==> src/rtl/writeback_unit.sv <==
// -----------------------------------------------------------------------------
// writeback_unit
//
// Producer side of the register file write port. Each cycle at most one result
// is selected and registered onto rd/data/should_write. Load completions from
// the memory unit always win; ALU results either bypass straight through or
// wait in a small in-order FIFO while loads own the port. Returning load words
// are byte/half extracted and sign/zero extended RISC-V style. A pending-load
// scoreboard lets the issue stage stall on read-after-load hazards.
//
// Ports:
//   clock          rising-edge system clock
//   reset_n        asynchronous active-low reset
//   alu_valid      ALU result offered
//   alu_ready      ALU result accepted when alu_valid & alu_ready
//   alu_rd         ALU destination register
//   alu_data       ALU result value
//   load_issue     a load was issued this cycle
//   load_issue_rd  destination of the issued load
//   mem_valid      load data returning (never back-pressured)
//   mem_rd         destination of the returning load
//   mem_funct3     load type: 000 lb, 001 lh, 010 lw, 100 lbu, 101 lhu
//   mem_offset     byte offset of the load address within the word
//   mem_data       raw aligned word from memory
//   query_rs1      issue-stage source register 1
//   query_rs2      issue-stage source register 2
//   hazard         either query register has a load outstanding
//   rd             register file write index (registered)
//   data           register file write data (registered)
//   should_write   register file write enable (registered)
// -----------------------------------------------------------------------------
module writeback_unit #(
  parameter int XLEN           = 32,
  parameter int REG_COUNT      = 32,
  parameter int ALU_FIFO_DEPTH = 2
) (
  input  logic                         clock,
  input  logic                         reset_n,
  input  logic                         alu_valid,
  output logic                         alu_ready,
  input  logic [$clog2(REG_COUNT)-1:0] alu_rd,
  input  logic [XLEN-1:0]              alu_data,
  input  logic                         load_issue,
  input  logic [$clog2(REG_COUNT)-1:0] load_issue_rd,
  input  logic                         mem_valid,
  input  logic [$clog2(REG_COUNT)-1:0] mem_rd,
  input  logic [2:0]                   mem_funct3,
  input  logic [1:0]                   mem_offset,
  input  logic [XLEN-1:0]              mem_data,
  input  logic [$clog2(REG_COUNT)-1:0] query_rs1,
  input  logic [$clog2(REG_COUNT)-1:0] query_rs2,
  output logic                         hazard,
  output logic [$clog2(REG_COUNT)-1:0] rd,
  output logic [XLEN-1:0]              data,
  output logic                         should_write
);

  localparam int RW = $clog2(REG_COUNT);
  localparam int PW = $clog2(ALU_FIFO_DEPTH);

  localparam logic [PW-1:0] PTR_ONE = PW'(1);
  localparam logic [PW:0]   CNT_ONE = (PW + 1)'(1);

  // ---------------------------------------------------------------------------
  // Load data extraction and extension
  // ---------------------------------------------------------------------------

  // Halfword selection only looks at off[1]; misaligned halves are not split
  // across the word, the low offset bit is simply ignored.
  function automatic logic [XLEN-1:0] extend_load(
    input logic [2:0]      funct3,
    input logic [1:0]      off,
    input logic [XLEN-1:0] word
  );
    logic [7:0]  byte_sel;
    logic [15:0] half_sel;
    logic [XLEN-1:0] result;
    unique case (off)
      2'd0:    byte_sel = word[7:0];
      2'd1:    byte_sel = word[15:8];
      2'd2:    byte_sel = word[23:16];
      default: byte_sel = word[31:24];
    endcase
    half_sel = off[1] ? word[31:16] : word[15:0];
    unique case (funct3)
      3'b000:  result = {{(XLEN-8){byte_sel[7]}}, byte_sel};
      3'b001:  result = {{(XLEN-16){half_sel[15]}}, half_sel};
      3'b100:  result = {{(XLEN-8){1'b0}}, byte_sel};
      3'b101:  result = {{(XLEN-16){1'b0}}, half_sel};
      default: result = word;
    endcase
    return result;
  endfunction

  logic [XLEN-1:0] load_value;

  assign load_value = extend_load(mem_funct3, mem_offset, mem_data);

  // ---------------------------------------------------------------------------
  // ALU result FIFO state
  // ---------------------------------------------------------------------------

  logic [RW-1:0]   fifo_rd   [ALU_FIFO_DEPTH];
  logic [XLEN-1:0] fifo_data [ALU_FIFO_DEPTH];
  logic [PW-1:0]   head;
  logic [PW-1:0]   tail;
  logic [PW:0]     count;

  logic            fifo_empty;
  logic            alu_accept;
  logic            push;
  logic            pop;

  // Depth is a power of two, so the count MSB is set exactly when full. Only
  // the registered count feeds this so alu_ready has no path from mem_valid.
  assign alu_ready  = ~count[PW];
  assign fifo_empty = (count == '0);
  assign alu_accept = alu_valid & alu_ready;

  // ---------------------------------------------------------------------------
  // Write-port arbitration
  // ---------------------------------------------------------------------------

  logic            sel_valid;
  logic [RW-1:0]   sel_rd;
  logic [XLEN-1:0] sel_data;

  // Loads first, then the oldest buffered ALU result, then a direct bypass.
  // An accepted ALU result that cannot go out this cycle is queued behind any
  // older entries so ALU program order is preserved.
  always_comb begin
    sel_valid = 1'b0;
    sel_rd    = alu_rd;
    sel_data  = alu_data;
    pop       = 1'b0;
    if (mem_valid) begin
      sel_valid = 1'b1;
      sel_rd    = mem_rd;
      sel_data  = load_value;
    end else if (!fifo_empty) begin
      sel_valid = 1'b1;
      sel_rd    = fifo_rd[head];
      sel_data  = fifo_data[head];
      pop       = 1'b1;
    end else if (alu_accept) begin
      sel_valid = 1'b1;
    end
    push = alu_accept & (mem_valid | ~fifo_empty);
  end

  // ---------------------------------------------------------------------------
  // Pending-load scoreboard
  // ---------------------------------------------------------------------------

  logic [REG_COUNT-1:0] busy;
  logic [REG_COUNT-1:0] busy_set;
  logic [REG_COUNT-1:0] busy_clr;

  // x0 is never marked, so bit 0 stays clear and queries of x0 never stall.
  always_comb begin
    busy_set = '0;
    busy_clr = '0;
    if (load_issue && (load_issue_rd != '0)) begin
      busy_set[load_issue_rd] = 1'b1;
    end
    if (mem_valid) begin
      busy_clr[mem_rd] = 1'b1;
    end
  end

  assign hazard = busy[query_rs1] | busy[query_rs2];

  // ---------------------------------------------------------------------------
  // Sequential state
  // ---------------------------------------------------------------------------

  // FIFO storage carries no reset; head/tail/count decide what is valid.
  always_ff @(posedge clock) begin
    if (push) begin
      fifo_rd[tail]   <= alu_rd;
      fifo_data[tail] <= alu_data;
    end
  end

  // Output register, FIFO pointers and scoreboard. On an idle cycle rd/data
  // keep their old values and only the enable drops. Applying the set after
  // the clear lets a newly issued load keep its bit even when an older load
  // to the same register returns in the same cycle.
  always_ff @(posedge clock or negedge reset_n) begin
    if (!reset_n) begin
      rd           <= '0;
      data         <= '0;
      should_write <= 1'b0;
      head         <= '0;
      tail         <= '0;
      count        <= '0;
      busy         <= '0;
    end else begin
      should_write <= sel_valid & (sel_rd != '0);
      if (sel_valid) begin
        rd   <= sel_rd;
        data <= sel_data;
      end

      if (push) begin
        tail <= tail + PTR_ONE;
      end
      if (pop) begin
        head <= head + PTR_ONE;
      end
      unique case ({push, pop})
        2'b10:   count <= count + CNT_ONE;
        2'b01:   count <= count - CNT_ONE;
        default: count <= count;
      endcase

      busy <= (busy & ~busy_clr) | busy_set;
    end
  end

endmodule

==> config.mk <==
export PLATFORM = sky130hd
export DESIGN_NAME = writeback_unit
export DESIGN_NICKNAME = d
export VERILOG_FILES = /design/src/rtl/writeback_unit.sv
export SDC_FILE = /design/constraint.sdc
export NUM_CORES = 1
export LEC_CHECK = 0
export BUFFER_PORTS_ARGS = -buffer_cell sky130_fd_sc_hd__clkbuf_2
export CAP_MARGIN = 20
export CORE_ASPECT_RATIO = 1.25
export CORE_MARGIN = 5
export CORE_UTILIZATION = 30
export CTS_BUF_LIST = sky130_fd_sc_hd__clkbuf_2 sky130_fd_sc_hd__clkbuf_4 sky130_fd_sc_hd__clkbuf_8
export DETAILED_ROUTE_END_ITERATION = 16
export SYNTH_ARGS = -nofsm -noshare
export SYNTH_HDL_FRONTEND = slang
export SYNTH_SLANG_ARGS = --single-unit
==> constraint.sdc <==
create_clock -name clock -period 2.7 [get_ports clock]
set_input_delay 0.135 -clock clock [delete_from_list [all_inputs] [get_ports clock]]
set_output_delay 0.135 -clock clock [all_outputs]
set_load 0.02 [all_outputs]
==> out/results.txt, run 1 <==
Post-synthesis sequential area ratio -> 56.29%
Ys Warns -> 0
Ports -> 139
Number of antenna diodes -> 0
Post-synth ARST share -> 50.00%
Setup violators final -> 0
Placed insts -> 1059
Max_cap viols -> 0
First-pass GRT wire length -> 33.31 mm
Die Width -> 148.9 µm
Hold Buf Count CTS -> 51
Critical path required time -> 2.57 ns
Via density -> 5.083
Remaining DRCs -> 0
Total GRT Usage -> 15.57%
Post-CTS sizing -> 0
Drt total wl -> 21.15 mm
Highest Clock Rate -> 458.6 MHz
Pre-antenna DRT Iters -> 6
CP dominant cell by count -> a311oi_1
Chip height -> 183.7 µm
Routability cong. -> 0.8784
Top FF cell, synth -> edfxtp_1
Initial antenna violation count -> 0
Most common cell after layout, fill and taps aside -> clkbuf_2
Final core utilization -> 38.49%
Max FO, Critical Path -> 3
Post-synth EDFFs -> 74
Leakage -> 3.649 nW
Min Tclk post-route -> 2.181 ns
CP arrival -> 2.05 ns
Core area -> 0.02373 mm²
Placed inst area -> 0.008249 mm²
Root Buffer -> clkbuf_8
Synth Net Count -> 729
Setup bufs post-CTS -> 0
Slowest CP cell -> mux4_2
Starting Density -> 30.50%
Hold Crit Class -> in -> reg
Clock Latency Late Sink -> 0.45 ns
Peak VDD IR -> 0.3894 mV
Relative slew slack -> 34.03%
Avg Synthesized Cell Area -> 11.51 µm²
H-tree Lvls -> 4
CTS sink cnt -> 148
Tcrit/Tclk final -> 80.76%
Worst path bufs/invs -> 1
Final HPWL DP -> 14.70 mm
Final nets -> 904
Placement Rows -> 63
Post-Synthesis Cells -> 629
Cell family with most CP delay -> multiplexers
Final worst clock skew -> 0.01837 ns
Pwr/cell area -> 815.9 mW/mm²
CP Cell Sequence -> mux4_2 > nor2_1 > a311oi_1 > a311oi_1 > nand4_1 > clkbuf_2
Final Hold Viols -> 0
Cell area after layout -> 0.009133 mm²
DR iter-0 viols -> 384
Layout cell share with drive strength beyond 1 -> 26.81%
Most frequent cells in the layout -> clkbuf_2, edfxtp_1, dfrtp_1
Clock slew at reported path FFs -> 0.09 ns
Buffers on Ports -> 138
CP max stage delay -> 0.47 ns
Vias in the first global route -> 5981
Post-synthesis register bit count -> 148
Worst Setup Path Type -> reg -> out
CTS buffer count -> 17
Synth Cell Area -> 0.007237 mm²
WL per Instance -> 18.52 µm
Vias -> 5805
Antenna-violating nets left -> 0
Critical Path Sink Type -> output port
P&R area growth vs syn -> 26.19%
CTS tree -> done
RSZ-0062 raised after global routing -> false
Distinct cells, synth -> 48
Final Instance Count excl. Fillers -> 1142
Largest net degree at the start of global routing -> 75
Worst-Margin Slew -> 0.9895 ns
Slew Viols, Final -> 0
CTS max path bufs -> 2
Status -> finished, final reports clean
Die Area -> 0.02735 mm²
CP Launch Type -> flop
Overflow after GRT -> 0
==> where the power goes <==
part / internal [mW] / switching [mW]
sequential: 2.96 / 0.346
clock: 0.694 / 0.962
combinational: 1.01 / 1.47
total: 4.67 / 2.78
==> worst paths after layout <==
path / startpoint / to / slack, ns / cells past startpoint
max in group asynchronous: reset_n / head / 1.63 / 2
min: mem_data[18] / data[18] / 0.04 / 3
max: busy[19] / hazard / 0.52 / 6
max reg2reg: count[0] / data[20] / 0.57 / 6
min reg2reg: rd[3] / rd[3] / 0.52 / 1
min in group asynchronous: reset_n / data[9] / 0.38 / 2
==> per-layer routing <==
layer  wire (µm)  up-vias  GRT usage, %
met1        8702     2791         19.45
met3        1419       38         3.970
li1            -     2736             -
met2       10470      240         26.06
met5           0        -             0
met4         561        0         5.751
==> area by class of cell <==
class                   instances  area [µm²]
repair buffers                198        1284
fillers                      2322       14590
well taps                     325       406.6
clock inverters                14       131.4
multi-input cells             419        2919
flip-flops and latches        148        4075
clock buffers                  18       241.5
inverters                      20       75.07
==> worst register-to-register path: stages, from the launching register on <==
cell and delay, ns:
dfrtp_1 0.44, or3_1 0.34, buf_4 0.27, or2_1 0.37, buf_4 0.29, o22ai_1 0.23, nor2_1 0.07
==> registers in the layout, summed over array words and instances (netlist names) <==
name / count
fifo_rd: 10
should_write: 1
tail: 1
rd: 5
count: 2
head: 1
fifo_data: 64
busy: 32
data: 32
==> through the flow <==
step	setup WS [ns]	hold WS, ns	power, mW	TNS [ns]
final	0.5195	0.03519	7.451	0
after global routing	0.3792	0.01132	7.889	0
after CTS	0.4643	0.006153	7.528	0
after detailed placement	0.5893	0.3424	5.801	0
after global placement	0.6487	0.3404	5.765	0
after floorplan	-0.1340	-0.1606	4.908	-9.916
==> cells by family after synthesis <==
kind of cell / Yosys count / share of synthesized area [%]
AO/OA/AOI/OAI: 211 / 17.86
flip-flops: 148 / 56.29
AND/OR/NAND/NOR: 135 / 9.751
multiplexers: 67 / 11.69
buffers and inverters: 62 / 3.631
XOR/XNOR: 5 / 0.6051
adder cells (fa/ha/maj): 1 / 0.1729
==> Yosys cell counts, drive strengths merged, types with 9 or more instances <==
master / n / share of area (%)
nand2: 13 / 0.67
nor2: 52 / 2.7
o22ai: 42 / 3.6
o21ai: 71 / 4.9
buf: 19 / 1.4
inv: 19 / 0.99
clkbuf: 23 / 1.2
mux4: 12 / 3.7
a21oi: 41 / 2.9
mux2i: 35 / 4.8
o22a: 9 / 1.1
nor2b: 30 / 2.6
edfxtp: 74 / 31
nand3b: 12 / 1.2
dfrtp: 74 / 26
mux2: 20 / 3.1
a211oi: 22 / 2.5
No activity file was read; power rests on OpenSTA's default activity.
==> run 2: changes to the inputs <==
- clock period: 2.7 -> 2.05 ns (I/O delays scaled with it)
==> run 2 against run 1 <==
Largest power group unchanged. Critical endpoint unchanged. Die area is the same. Worst setup slack worse by 0.60 ns. The flow now finishes with violations (setup timing). Global-route usage up 0.14 points. Cell count rose by 1.6%. Combinational power increased by 40%. Largest cell class unchanged. Highest routed layer unchanged. Flip-flop and latch count unchanged.
==> out/results.txt, run 2 (synthesis gave the netlist of run 1 again) <==
Status -> finished, violations left
Violated checks -> setup timing
Total power -> 10.29 mW (+38%)
Worst-Margin Slew -> 1.061 ns (+0.07191 ns)
Slew Viols, Final -> 0 (unchanged)
Final core utilization -> 39.58% (+1.1 points)
Placement Rows -> 63 (unchanged)
Pre-antenna DRT Iters -> 5 (-1)
Vias -> 5937 (+2.3%)
Largest register FFs -> 64 (unchanged)
Core area -> 0.02373 mm² (unchanged)
P&R area growth vs syn -> 29.77%
Tcrit/Tclk final -> 104.1%
Initial antenna violation count -> 0 (unchanged)
H-tree Lvls -> 4 (unchanged)
Pwr/cell area -> 1096 mW/mm² (+34%)
Biggest regs -> fifo_data x64, busy x32, data x32
Final worst clock skew -> 0.01517 ns (-0.003205 ns)
Die Area -> 0.02735 mm² (unchanged)
Remaining DRCs -> 0 (unchanged)
Hold Crit Class -> in -> reg
NetSw -> 3.659 mW (+31%)
Max FO, Critical Path -> 3 (unchanged)
CTS tree -> done
Most common cell after layout, fill and taps aside -> clkbuf_2
Final Instance Count excl. Fillers -> 1160 (+1.6%)
Number of antenna diodes -> 0 (unchanged)
Final Hold Viols -> 0 (unchanged)
Total GRT Usage -> 15.71% (+0.14 points)
Reg power frac -> 42.4% (-2.0 points)
Highest Clock Rate -> 468.4 MHz
Peak VDD IR -> 0.6836 mV (+76%)
Setup violators final -> 1 (+1)
Comb pwr share -> 33.9% (+0.5 points)
Final WS setup -> -0.08488 ns (-0.6043 ns)
Antenna-violating nets left -> 0 (unchanged)
Placed insts -> 1071 (+1.1%)
CTS max path bufs -> 2 (unchanged)
Max_cap viols -> 0 (unchanged)
Worst Setup Path Type -> reg -> out
Drt total wl -> 21.56 mm (+1.9%)
Chip height -> 183.7 µm (unchanged)
Min Tclk post-route -> 2.135 ns
CTS buffer count -> 17 (unchanged)
CP arrival -> 2.03 ns (-0.02 ns)
Critical path required time -> 1.95 ns (-0.62 ns)
CP Launch Type -> flop
DP Worst Slack -> -0.1237 ns (-0.7130 ns)
WL per Instance -> 18.58 µm (+0.34%)
Ports -> 139 (unchanged)
Fillcell total -> 2322 (unchanged)
Vias in the first global route -> 6005 (+0.40%)
Routability cong. -> 0.9154 (+4.2%)
Largest net degree at the start of global routing -> 47 (-37%)
First-pass GRT wire length -> 33.88 mm (+1.7%)
Root Buffer -> clkbuf_8
Layout cell share with drive strength beyond 1 -> 28.86% (+2.1 points)
Critical Path Sink Type -> output port
RSZ-0062 raised after global routing -> true
Final HPWL DP -> 15.00 mm (+2.0%)
Largest Register -> fifo_data
Cell Int Power -> 6.631 mW (+42%)
Die Width -> 148.9 µm (unchanged)
DR iter-0 viols -> 411 (+7.0%)
Leakage -> 3.772 nW (+3.4%)
Clock Power Share -> 23.7% (+1.5 points)
Via density -> 5.118 (+0.69%)
Switching share of power -> 35.56% (-1.8 points)
Overflow after GRT -> 0 (unchanged)
Clock slew at reported path FFs -> 0.08 ns (about the same)
Clock Latency Late Sink -> 0.45 ns (about the same)
Relative slew slack -> 29.16% (-4.9 points)
Starting Density -> 30.50% (unchanged)
Final nets -> 922 (+2.0%)
Setup_tns -> -0.08488 ns (-0.08488 ns)
Most frequent cells in the layout -> clkbuf_2, edfxtp_1, dfrtp_1
Buffers on Ports -> 138 (unchanged)
FF-to-FF setup slack -> 0.13 ns (-0.44 ns)
CTS sink cnt -> 148 (unchanged)
run 2: cell type report:
| cell class | count | area (µm²) | share of cell area (%) |
|---|---|---|---|
| clock buffers | 19 | 249.0 | 2.651 |
| well taps | 325 | 406.6 | 4.330 |
| clock inverters | 13 | 175.2 | 1.865 |
| multi-input cells | 421 | 2962 | 31.53 |
| flip-flops and latches | 148 | 4075 | 43.39 |
| repair buffers | 214 | 1449 | 15.43 |
| inverters | 20 | 75.07 | 0.7994 |
run 2: path summary, 6_finish.rpt:
check                             startpoint          endpoint  depth (start not counted)
worst min-delay path            mem_data[23]          data[23]                          3
max in group asynchronous            reset_n           data[3]                          3
worst min register to register         rd[3]             rd[3]                          1
worst max register to register          tail  fifo_data[1][12]                          2
worst max-delay path                busy[19]            hazard                          6
min in group asynchronous            reset_n           data[9]                          2
run 2: worst max-delay path: stages, from the launching register on:
cell and delay (ns):
dfrtp_1 0.42, mux4_2 0.47, nor2_1 0.10, a311oi_1 0.06, a311oi_1 0.25, nand4_1 0.13, clkbuf_8 0.17
run 2: timing repair:
item,in CTS,in global routing
endpoints found under the setup margin,13,47
buffers inserted,2,0
hold buffers,53,0
hold endpoints to repair,134,0
pin swaps,5,2
resized for setup,6,8
gates cloned,0,2
run 2: layer usage:
metal	GRT usage [%]	vias up	part of all wire, %
met5	0	-	0
met4	3.370	0	1.3
met3	3.551	24	6.7
met2	27.16	228	50
met1	20.19	2909	42
li1	-	2776	-
run 2: per-stage QoR:
step	hold slack (ns)	area (µm²)
after CTS	0.005632	9350
after detailed placement	0.1606	8352
after global routing	0.04670	9392
after floorplan	-0.1931	7242
after global placement	0.1610	8352
final	0.02726	9392
run 2: power by group through the flow:
stage | logic (mW) | clock network [mW] | registers [mW]
after CTS | 3.48 | 2.50 | 4.35
after global placement | 3.30 | 0 | 4.41
after floorplan | 1.85 | 0 | 4.61
final | 3.49 | 2.44 | 4.36
after global routing | 3.83 | 2.64 | 4.44
after detailed placement | 3.34 | 0 | 4.41
